**src/rtl/store_split_seq.sv**
```systemverilog
// Store sequencer: turns one LSU store request into one or two word-aligned
// write beats with byte enables. Stores crossing a word boundary are split
// into two beats when SPLIT_EN is set, otherwise rejected on err_o together
// with illegal sizes.
//
// Handshakes:
//   req side : a request is taken on a cycle where req_valid_i & req_ready_o.
//              req_ready_o is high only in IDLE; the requester holds its
//              request until it is taken.
//   mem side : a beat completes on a cycle where mem_req_o & mem_gnt_i.
//              While mem_req_o is high without a grant, the beat address,
//              data and byte enables hold stable and mem_req_o stays high
//              (only reset can drop it).
module store_split_seq #(
    parameter int unsigned SPLIT_EN = 1,
    parameter int unsigned ADDR_W   = 32
) (
    input  logic              clk_i,
    input  logic              rst_i,
    input  logic              req_valid_i,
    output logic              req_ready_o,
    input  logic [ADDR_W-1:0] req_addr_i,
    input  logic [1:0]        req_size_i,
    input  logic [31:0]       req_wdata_i,
    output logic              mem_req_o,
    input  logic              mem_gnt_i,
    output logic [ADDR_W-1:0] mem_addr_o,
    output logic [31:0]       mem_wdata_o,
    output logic [3:0]        mem_be_o,
    output logic              done_o,
    output logic              err_o
);

    typedef enum logic [1:0] {
        IDLE  = 2'd0,
        BEAT0 = 2'd1,
        BEAT1 = 2'd2
    } state_t;

    state_t            state_q, state_d;
    logic              mem_req_q, mem_req_d;
    logic [ADDR_W-1:0] mem_addr_q, mem_addr_d;
    logic [31:0]       mem_wdata_q, mem_wdata_d;
    logic [3:0]        mem_be_q, mem_be_d;
    logic              done_q, done_d;
    logic              err_q, err_d;
    // Second-beat fields, captured at accept so the beat can be issued
    // without recomputing the lane math from the (no longer held) request.
    logic [ADDR_W-1:0] b1_addr_q, b1_addr_d;
    logic [31:0]       b1_wdata_q, b1_wdata_d;
    logic [3:0]        b1_be_q, b1_be_d;

    logic [1:0]        off;
    logic [3:0]        mask;
    logic [7:0]        be64;
    logic [63:0]       d64;
    logic              illegal;
    logic              crossing;
    logic [ADDR_W-1:0] beat0_addr;

    // Lane placement of the incoming request across a two-word window.
    always_comb begin
        off = req_addr_i[1:0];
        case (req_size_i)
            2'b00:   mask = 4'b0001;
            2'b01:   mask = 4'b0011;
            2'b10:   mask = 4'b1111;
            default: mask = 4'b0000;
        endcase
        be64       = {4'b0000, mask} << off;
        d64        = {32'h0000_0000, req_wdata_i} << {off, 3'b000};
        illegal    = (req_size_i == 2'b11);
        crossing   = (be64[7:4] != 4'b0000);
        beat0_addr = {req_addr_i[ADDR_W-1:2], 2'b00};
    end

    assign req_ready_o = (state_q == IDLE);

    // Next-state and next-output computation for the beat sequencer.
    always_comb begin
        state_d     = state_q;
        mem_req_d   = mem_req_q;
        mem_addr_d  = mem_addr_q;
        mem_wdata_d = mem_wdata_q;
        mem_be_d    = mem_be_q;
        b1_addr_d   = b1_addr_q;
        b1_wdata_d  = b1_wdata_q;
        b1_be_d     = b1_be_q;
        done_d      = 1'b0;
        err_d       = 1'b0;

        case (state_q)
            IDLE: begin
                if (req_valid_i) begin
                    if (illegal || (crossing && (SPLIT_EN == 0))) begin
                        err_d = 1'b1;
                    end else begin
                        state_d     = BEAT0;
                        mem_req_d   = 1'b1;
                        mem_addr_d  = beat0_addr;
                        mem_wdata_d = d64[31:0];
                        mem_be_d    = be64[3:0];
                        b1_addr_d   = beat0_addr + ADDR_W'(4);
                        b1_wdata_d  = d64[63:32];
                        b1_be_d     = be64[7:4];
                    end
                end
            end
            BEAT0: begin
                if (mem_gnt_i) begin
                    if (b1_be_q != 4'b0000) begin
                        state_d     = BEAT1;
                        mem_addr_d  = b1_addr_q;
                        mem_wdata_d = b1_wdata_q;
                        mem_be_d    = b1_be_q;
                    end else begin
                        state_d     = IDLE;
                        mem_req_d   = 1'b0;
                        mem_addr_d  = '0;
                        mem_wdata_d = '0;
                        mem_be_d    = '0;
                        done_d      = 1'b1;
                    end
                end
            end
            BEAT1: begin
                if (mem_gnt_i) begin
                    state_d     = IDLE;
                    mem_req_d   = 1'b0;
                    mem_addr_d  = '0;
                    mem_wdata_d = '0;
                    mem_be_d    = '0;
                    done_d      = 1'b1;
                end
            end
            default: begin
                state_d     = IDLE;
                mem_req_d   = 1'b0;
                mem_addr_d  = '0;
                mem_wdata_d = '0;
                mem_be_d    = '0;
            end
        endcase
    end

    // State and registered outputs; reset abandons any pending beat.
    always_ff @(posedge clk_i) begin
        if (rst_i) begin
            state_q     <= IDLE;
            mem_req_q   <= 1'b0;
            mem_addr_q  <= '0;
            mem_wdata_q <= '0;
            mem_be_q    <= '0;
            b1_addr_q   <= '0;
            b1_wdata_q  <= '0;
            b1_be_q     <= '0;
            done_q      <= 1'b0;
            err_q       <= 1'b0;
        end else begin
            state_q     <= state_d;
            mem_req_q   <= mem_req_d;
            mem_addr_q  <= mem_addr_d;
            mem_wdata_q <= mem_wdata_d;
            mem_be_q    <= mem_be_d;
            b1_addr_q   <= b1_addr_d;
            b1_wdata_q  <= b1_wdata_d;
            b1_be_q     <= b1_be_d;
            done_q      <= done_d;
            err_q       <= err_d;
        end
    end

    assign mem_req_o   = mem_req_q;
    assign mem_addr_o  = mem_addr_q;
    assign mem_wdata_o = mem_wdata_q;
    assign mem_be_o    = mem_be_q;
    assign done_o      = done_q;
    assign err_o       = err_q;

endmodule

```
**config.mk**
```make
export PLATFORM = sky130hd
export DESIGN_NAME = store_split_seq
export DESIGN_NICKNAME = d
export VERILOG_FILES = /design/src/rtl/store_split_seq.sv
export SDC_FILE = /design/constraint.sdc
export NUM_CORES = 1
export LEC_CHECK = 0
export BUFFER_PORTS_ARGS = -buffer_cell sky130_fd_sc_hd__buf_2
export CORE_ASPECT_RATIO = 0.75
export CORE_MARGIN = 2
export CORE_UTILIZATION = 25
export DETAILED_ROUTE_END_ITERATION = 7
export PLACE_DENSITY = 0.5
export SYNTH_ARGS = -nofsm -noshare
export SYNTH_HDL_FRONTEND = slang
export SYNTH_SLANG_ARGS = --single-unit
```
**constraint.sdc**
```tcl
create_clock -name clk_i -period 3.5 [get_ports clk_i]
set_clock_uncertainty 0.1 [all_clocks]
set_input_delay 0.35 -clock clk_i [delete_from_list [all_inputs] [get_ports clk_i]]
set_output_delay 0.35 -clock clk_i [all_outputs]
set_load 0.02 [all_outputs]
```
# ---- Yosys cells after proc, flatten, opt, wreduce, memory -nomap -nowiden
# Cells that the tools add are included.
dict set report op_classes {
  add_sub_neg 1
  mul 0
  div 0
  magnitude_cmp 0
  n_eq_ne 10
  n_shift 2
  n_mux 35
  n_bitwise 3
  reduce_logical 7
}
# op count
set op_table {}
lappend op_table {{$mux W32} 9}
lappend op_table {{$pmux W32 S3} 2}
lappend op_table {{$shl A32 B5 Y64} 1}
lappend op_table {{$add A32 B3 Y32 const B} 1}
lappend op_table {{$pmux W4 S3} 2}
lappend op_table {{$mux W4} 5}
lappend op_table {{$mux W2} 5}
lappend op_table {{$ne A2 B2 Y1 const B} 5}
lappend op_table {{$mux W1} 9}
lappend op_table {{$shl A4 B2 Y8} 1}
lappend op_table {{$eq A2 B2 Y1 const B} 3}
lappend op_table {{$pmux W2 S3} 1}
lappend op_table {{$reduce_and A5 Y1} 1}
lappend op_table {{$eq A2 B1 Y1 const B} 2}
lappend op_table {{$logic_not A2 Y1} 2}
lappend op_table {{$reduce_and A4 Y1} 1}
lappend op_table {{$reduce_bool A4 Y1} 1}
lappend op_table {{$not A1 Y1} 3}
lappend op_table {{$pmux W1 S3} 1}
lappend op_table {{$reduce_and A3 Y1} 1}
lappend op_table {{$reduce_or A3 Y1} 1}
lappend op_table {{$pmux W1 S2} 1}
dict set report totals {
  reg_bits 141
  latchBits 0
  mem_bits_rw 0
  romBits 0
  elab_cells 68
  mem_count 0
}

# ---- Longest topological paths before layout
# Gate-level depths: netlist of the first run.
dict set report logic_depth {
  depth_word 6
  ltp_mapped 8
  ltp_nobuf 6
}

# ---- Worst setup path before layout of the first run
# No wires, ideal clock.
dict set report synth_path {
  path_type {reg2reg}
  startpoint {register state_q[0]}
  endpoint {register mem_req_q (netlist: mem_req_o)}
  setup_time_ns 0.070
  t_arrival_ns 1.801
  setup_slack_ns 1.529
  path_stages_with_launch 9
  path_buffers 3
  synth_period_minus_slack_ns 1.971
  cell_sequence {dfxtp_1 -> inv_1 -> ha_1 -> clkbuf_1 -> a21o_1 -> clkbuf_1 -> clkbuf_1 -> o21ai_0 -> a21oi_1}
}
dict set report synth_between {
  elab_chain_len 3
  word_cells_on_any_way 10
  cone_classes {eq/ne (7); mux (1); reduce/logical (2)}
}
# element line_no
set synth_rtl {}
lappend synth_rtl {{start, declared} 40} ;# state_t state_q, state_d;
lappend synth_rtl {{start signal, assigned} 160} ;# state_q <= state_d;
lappend synth_rtl {{$logic_not A2 Y1 *} -}
lappend synth_rtl {{named net req_ready_o} 21} ;# output logic req_ready_o,
lappend synth_rtl {{$ne A2 B2 Y1 (no source line)} -}
lappend synth_rtl {{$reduce_and A5 Y1 (no source line)} -}
lappend synth_rtl {{end signal, assigned} 161} ;# mem_req_q <= mem_req_d;
lappend synth_rtl {{end, declared} 41} ;# logic mem_req_q, mem_req_d;
# The timed path passes the listed nets; every way through them passes the cells marked *.
# A chain may end at the register's enable or synchronous reset.

# ---- Worst setup path in the final report of the first run
dict set report layout_path {
  startpoint {register state_q[1]}
  endpoint {register mem_wdata_q[2] (netlist: mem_wdata_o[2])}
}
dict set report layout_between {
  elab_chain_len 3
  word_cells_on_any_way 9
  cone_classes {eq/ne (6); mux (1); reduce/logical (2)}
}
# element line_no
set layout_rtl {}
lappend layout_rtl {{$eq A2 B1 Y1 (tied with other cells)} 92} ;# case (state_q)
lappend layout_rtl {{$ne A2 B2 Y1 (no source line)} -}
lappend layout_rtl {{$reduce_and A4 Y1 (no source line)} -}
lappend layout_rtl {{end signal, assigned} 163} ;# mem_wdata_q <= mem_wdata_d;
lappend layout_rtl {{end, declared} 43} ;# logic [31:0] mem_wdata_q, mem_wdata_d;
# Parallel ways exist; a longest one is shown, timed or not.

==> results of run 1 <==
==> placed cells by master (no fill, tap or decap), drive strengths merged, types with 4 or more instances in the layout <==
| cell type | instances |
|---|---|
| or3 | 7 |
| clkinv | 5 |
| mux2i | 9 |
| nand4 | 13 |
| dfxtp | 128 |
| or4 | 8 |
| a22o | 39 |
| o211ai | 9 |
| o31ai | 5 |
| nor3b | 5 |
| mux2 | 17 |
| ha | 7 |
| and4 | 6 |
| a311oi | 12 |
| nand2 | 56 |
| nand2b | 4 |
| o2bb2ai | 16 |
| inv | 8 |
| and2 | 5 |
| a22oi | 56 |
| a211oi | 15 |
| a21oi | 33 |
| clkinvlp | 6 |
| nor4 | 8 |
| nor2 | 91 |
| nor3 | 14 |
| a221oi | 9 |
| a2bb2oi | 7 |
| buf | 151 |
| clkbuf | 20 |
| xor2 | 11 |
| o21ai | 9 |
| nand3 | 31 |
==> final timing paths <==
| path | startpoint | slack (ns) | end |
|---|---|---|---|
| max | state_q[1] | 0.91 | mem_wdata_o[2] |
| min | mem_gnt_i | 0.09 | done_o |
| max reg2reg | state_q[1] | 0.91 | mem_wdata_o[2] |
| min reg2reg | b1_wdata_q[17] | 0.35 | b1_wdata_q[17] |
==> critical path, stage by stage (launching register included) <==
cell and delay [ns]:
dfxtp_1 0.33, inv_1 0.10, ha_1 0.31, buf_4 0.45
nor3b_2 0.68, a22o_1 0.34, a22oi_1 0.09, nor2_1 0.11
==> synth_stat cells, types with 14 or more instances <==
cell / instances
dfxtp_1: 128
nor2_1: 91
a22oi_1: 56
nand2_1: 56
clkbuf_1: 45
a22o_1: 38
a21oi_1: 33
nand3_1: 30
mux2_2: 17
o2bb2ai_1: 16
a211oi_1: 15
nor3_1: 14
==> cell families after synthesis <==
| group | synth area share (%) |
|---|---|
| and+or+nand+nor | 19.7 |
| AOI/OAI and AO/OA | 26.1 |
| DFF | 40.6 |
| buffers and inverters | 6.03 |
| muxes | 4.46 |
| xor gates and xnor gates | 1.67 |
| adders and majority gates | 1.39 |
| other | 0.0594 |
==> registers in the layout (all words and copies together) (netlist names) <==
signal       cells
mem_wdata_o     32
b1_addr_q       30
mem_addr_o      30
b1_wdata_q      24
mem_be_o         4
b1_be_q          3
state_q          2
done_o           1
err_o            1
mem_req_o        1
==> layer usage <==
metal,track usage [%],up-vias,routed length [um]
li1,-,2928,-
met1,24.9,2744,11600
met2,21.1,199,8510
met3,3.81,25,1210
met4,5.93,0,405
met5,0,-,0
==> final cells by class <==
cell class              count  share of cell area [%]
well taps                 338                    5.44
diodes                      1                  0.0322
multi-input cells         520                    43.6
inverters                   8                   0.386
repair buffers            151                    10.3
clock buffers              20                    5.87
clock inverters            12                    1.43
flip-flops and latches    128                    33.0
==> power breakdown <==
| part | switching (mW) | internal, mW | total [mW] |
|---|---|---|---|
| sequential | 0.0661 | 1.58 | 1.65 |
| clock | 0.702 | 1.02 | 1.72 |
| combinational | 0.618 | 0.331 | 0.949 |
| total | 1.39 | 2.93 | 4.32 |
==> impl_metrics.env, run 1 <==
export IMPL_io_buffers=139
export IMPL_cts_buffer_depth=2
export IMPL_worst_pin_slew_ns=0.951
export IMPL_fill_cells=2694
export IMPL_dp_cells=1145
export IMPL_yosysTopAreaCell="dfxtp_1"
export IMPL_drtPass1Iterations=5
export IMPL_wl_per_cell_um=18.4
export IMPL_syn_inst=726
export IMPL_clk_latency_ns=0.42
export IMPL_globalRouteTotalUtil_pct=16.1
export IMPL_rows=50
export IMPL_cts_tree="done"
export IMPL_arrival_ns=2.84
export IMPL_instances_no_fill=1178
export IMPL_crit_path_start_kind="register"
export IMPL_grt_pass1_vias=5467
export IMPL_drt_iter0_markers=388
export IMPL_fin_area_um2=7780
export IMPL_leakagePower_nw=3.00
export IMPL_routed_wl_um=21700
export IMPL_postCtsSetupBuffers=0
export IMPL_area_sequential_um2=2560
export IMPL_ys_seq_area_share_pct=40.6
export IMPL_syn_area_um2=6310
export IMPL_drive_gt1_share_pct=25.4
export IMPL_preCtsSetupSlack_ns=0.892
export IMPL_vias=5896
export IMPL_vdd_ir_drop_max_mv=0.278
export IMPL_status="completed"
export IMPL_synth_cell_types=57
export IMPL_hold_path_class="input port to register"
export IMPL_finalHoldViolCount=0
export IMPL_maxCapViolations=0
export IMPL_period_share_pct=74.0
export IMPL_dieHeight_um=142
export IMPL_avgSynthCellArea_um2=8.69
export IMPL_root_buffer="clkbuf_16"
export IMPL_async_reset_ff_share_pct=0
export IMPL_synth_top_area_share_pct=40.6
export IMPL_crit_required_ns=3.75
export IMPL_initial_core_util_pct=25.3
export IMPL_avgViaCountPerCell=5.01
export IMPL_ys_flop_type="dfxtp_1"
export IMPL_ant_nets=0
export IMPL_worstPathMaxFanout=34
export IMPL_place_area_um2=7210
export IMPL_fin_ws_ns=0.910
export IMPL_tns_ns=0
export IMPL_clkTransAtPathRegs_ns=0.06
export IMPL_grt_overflow_total=0
export IMPL_synth_seq_cells=128
export IMPL_critical_path_class="register to register"
export IMPL_grt_max_degree=89
export IMPL_finalSetupViolCount=0
export IMPL_multi_input_area_um2=3390
export IMPL_endpoint_kind="register"
export IMPL_hold_buffers=0
export IMPL_drc=0
export IMPL_fmax_ghz=0.386
export IMPL_reg2regPathDepth=7
export IMPL_final_util_pct=31.2
export IMPL_post_cts_resized=0
export IMPL_dp_hpwl_um=14800
export IMPL_nets=903
export IMPL_grt_pass1_wl_um=33100
export IMPL_area_growth_syn_to_layout_pct=23.2
export IMPL_power_mw=4.32
export IMPL_maxSlewHeadroom_pct=36.6
export IMPL_die_area_um2=26500
export IMPL_antenna_found_initial=1
export IMPL_slew_viol_final=0
export IMPL_place_gp_congestion=0.825
export IMPL_htree_num_levels=4
export IMPL_synth_warnings=0
export IMPL_hold_depth=3
export IMPL_cts_buffers=17
export IMPL_ios=142
export IMPL_hold_ws_ns=0.0926
export IMPL_die_w_um=187
export IMPL_powerDensity_nw_per_um2=555
export IMPL_period_needed_ns=2.59
export IMPL_synth_edf_count=0
export IMPL_yosys_top_cells_area="dfxtp_1, a22oi_1, nor2_1, a22o_1, nand2_1"
export IMPL_rsz0062_at_grt="no"
export IMPL_core_area_um2=24900
export IMPL_cts_sinks=128
Note: power is estimated with default switching activity, not from simulation.
==> run 2, diff against run 1 <==
PLACE_DENSITY = 0.52   (was 0.5)
clock period = 2.2 ns   (was 3.5 ns; I/O delays follow)
==> impl_metrics.env, run 2 (synthesis results as in run 1) <==
export IMPL_status="completed"
export IMPL_avgViaCountPerCell=5.01
export IMPL_tns_ns=0
export IMPL_root_buffer="clkbuf_16"
export IMPL_grt_pass1_wl_um=34100
export IMPL_power_mw=7.21
export IMPL_crit_path_start_kind="input port"
export IMPL_mostFrequentLayoutCells="buf_2, dfxtp_1, nor2_1"
export IMPL_final_util_pct=33.0
export IMPL_vdd_ir_drop_max_mv=0.445
export IMPL_ant_nets=0
export IMPL_worstPathMaxFanout=5
export IMPL_cts_tree="done"
export IMPL_cts_buffers=17
export IMPL_globalRouteTotalUtil_pct=16.4
export IMPL_wl_per_cell_um=17.7
export IMPL_critical_path_class="input port to register"
export IMPL_worst_pin_slew_ns=0.678
export IMPL_maxSlewHeadroom_pct=54.6
export IMPL_dp_hpwl_um=15400
export IMPL_leakagePower_nw=3.25
export IMPL_crit_required_ns=2.43
export IMPL_clkTransAtPathRegs_ns=0.06
export IMPL_rsz0062_at_grt="no"
export IMPL_drc=0
export IMPL_period_needed_ns=2.09
export IMPL_hold_path_class="input port to register"
export IMPL_hold_ws_ns=0.0144
export IMPL_grt_pass1_vias=5775
export IMPL_met1Wirelength_um=11300
export IMPL_cts_buffer_depth=2
export IMPL_die_area_um2=26500
export IMPL_nets=940
export IMPL_grt_overflow_total=0
export IMPL_drive_gt1_share_pct=27.6
export IMPL_routed_wl_um=21500
export IMPL_ios=142
export IMPL_htree_num_levels=4
export IMPL_core_area_um2=24900
export IMPL_place_gp_congestion=0.857
export IMPL_period_share_pct=95.0
export IMPL_fmax_ghz=0.478
export IMPL_initial_core_util_pct=25.3
export IMPL_maxCapViolations=0
export IMPL_arrival_ns=2.32
export IMPL_largest_reg_flops=32
export IMPL_endpoint_kind="register"
export IMPL_rows=50
export IMPL_wl_met2_um=8480
export IMPL_io_buffers=139
export IMPL_drt_iter0_markers=509
export IMPL_wl_met3_um=1270
export IMPL_powerDensity_nw_per_um2=878
export IMPL_die_w_um=187
export IMPL_drtPass1Iterations=5
export IMPL_grt_max_degree=50
export IMPL_cts_sinks=128
export IMPL_highest_layer="met4"
export IMPL_antennaDiodeCount=0
export IMPL_clk_latency_ns=0.42
export IMPL_finalSetupViolCount=0
export IMPL_final_common_cell="buf_2"
export IMPL_slew_viol_final=0
export IMPL_finalHoldViolCount=0
export IMPL_antenna_found_initial=0
export IMPL_dieHeight_um=142
export IMPL_vias=6082
export IMPL_area_growth_syn_to_layout_pct=30.3
-- run 2: changes by cell type in the layout (fill, tap and decap cells not counted), moves of 2 or more --
cell,change
buf_12,+7
buf_4,+19
clkbuf_8,-2
clkinv_2,-2
clkinvlp_4,-5
dlygate4sd3_1,+10
inv_6,+2
inv_8,+7
-- run 2: through the flow --
stage,setup WS [ns],instance area [um2],cells
after detailed placement,0.149,7500,1172
final,0.109,8220,1214
after CTS,0.115,8210,1214
after global placement,0.213,7500,1172
after floorplan,0.229,6310,727
after global routing,0.00763,8220,1214
-- run 2: layout make-up --
| type | instances | area (um2) |
|---|---|---|
| Multi-Input combinational cell | 520 | 3400 |
| Clock inverter | 15 | 190 |
| Fill cell | 2677 | 16700 |
| Clock buffer | 17 | 425 |
| Inverter | 8 | 30.0 |
| Sequential cell | 128 | 2560 |
| Timing Repair Buffer | 188 | 1190 |
| Tap cell | 338 | 423 |
-- run 2: critical path, cell delays in order --
cell,delay (ns)
dlygate4sd3_1,0.51
buf_2,0.14
ha_1,0.20
nand4_1,0.15
or4_4,0.60
o31a_1,0.26
nor4_2,0.23
-- run 2: final timing paths --
path	startpoint	to	slack [ns]	cells after the start
setup / recovery	req_addr_i[2]	b1_addr_q[30]	0.11	7
hold / removal	req_valid_i	err_o	0.01	2
setup reg to reg	state_q[0]	b1_addr_q[29]	0.22	7
hold reg to reg	mem_wdata_o[29]	mem_wdata_o[29]	0.35	2
-- run 2: what timing repair did --
| item | CTS | global route |
|---|---|---|
| endpoints found under the setup margin | 0 | 2 |
| buffers inserted | 0 | 0 |
| hold buffers | 10 | 0 |
| resized for setup | 0 | 2 |
| hold endpoints to repair | 10 | 0 |
-- run 2: where the power goes --
group          switching [mW]  internal, mW  leakage (nW)
Combinational           0.989         0.635          1.90
Sequential              0.107          2.52          1.05
Clock                    1.23          1.74         0.302
-- run 2: per-layer routing --
metal | vias to the layer above | GRT usage (%)
li1 | 2993 | -
met1 | 2880 | 24.8
met2 | 179 | 22.3
met3 | 30 | 4.06
met4 | 0 | 5.55
met5 | - | 0
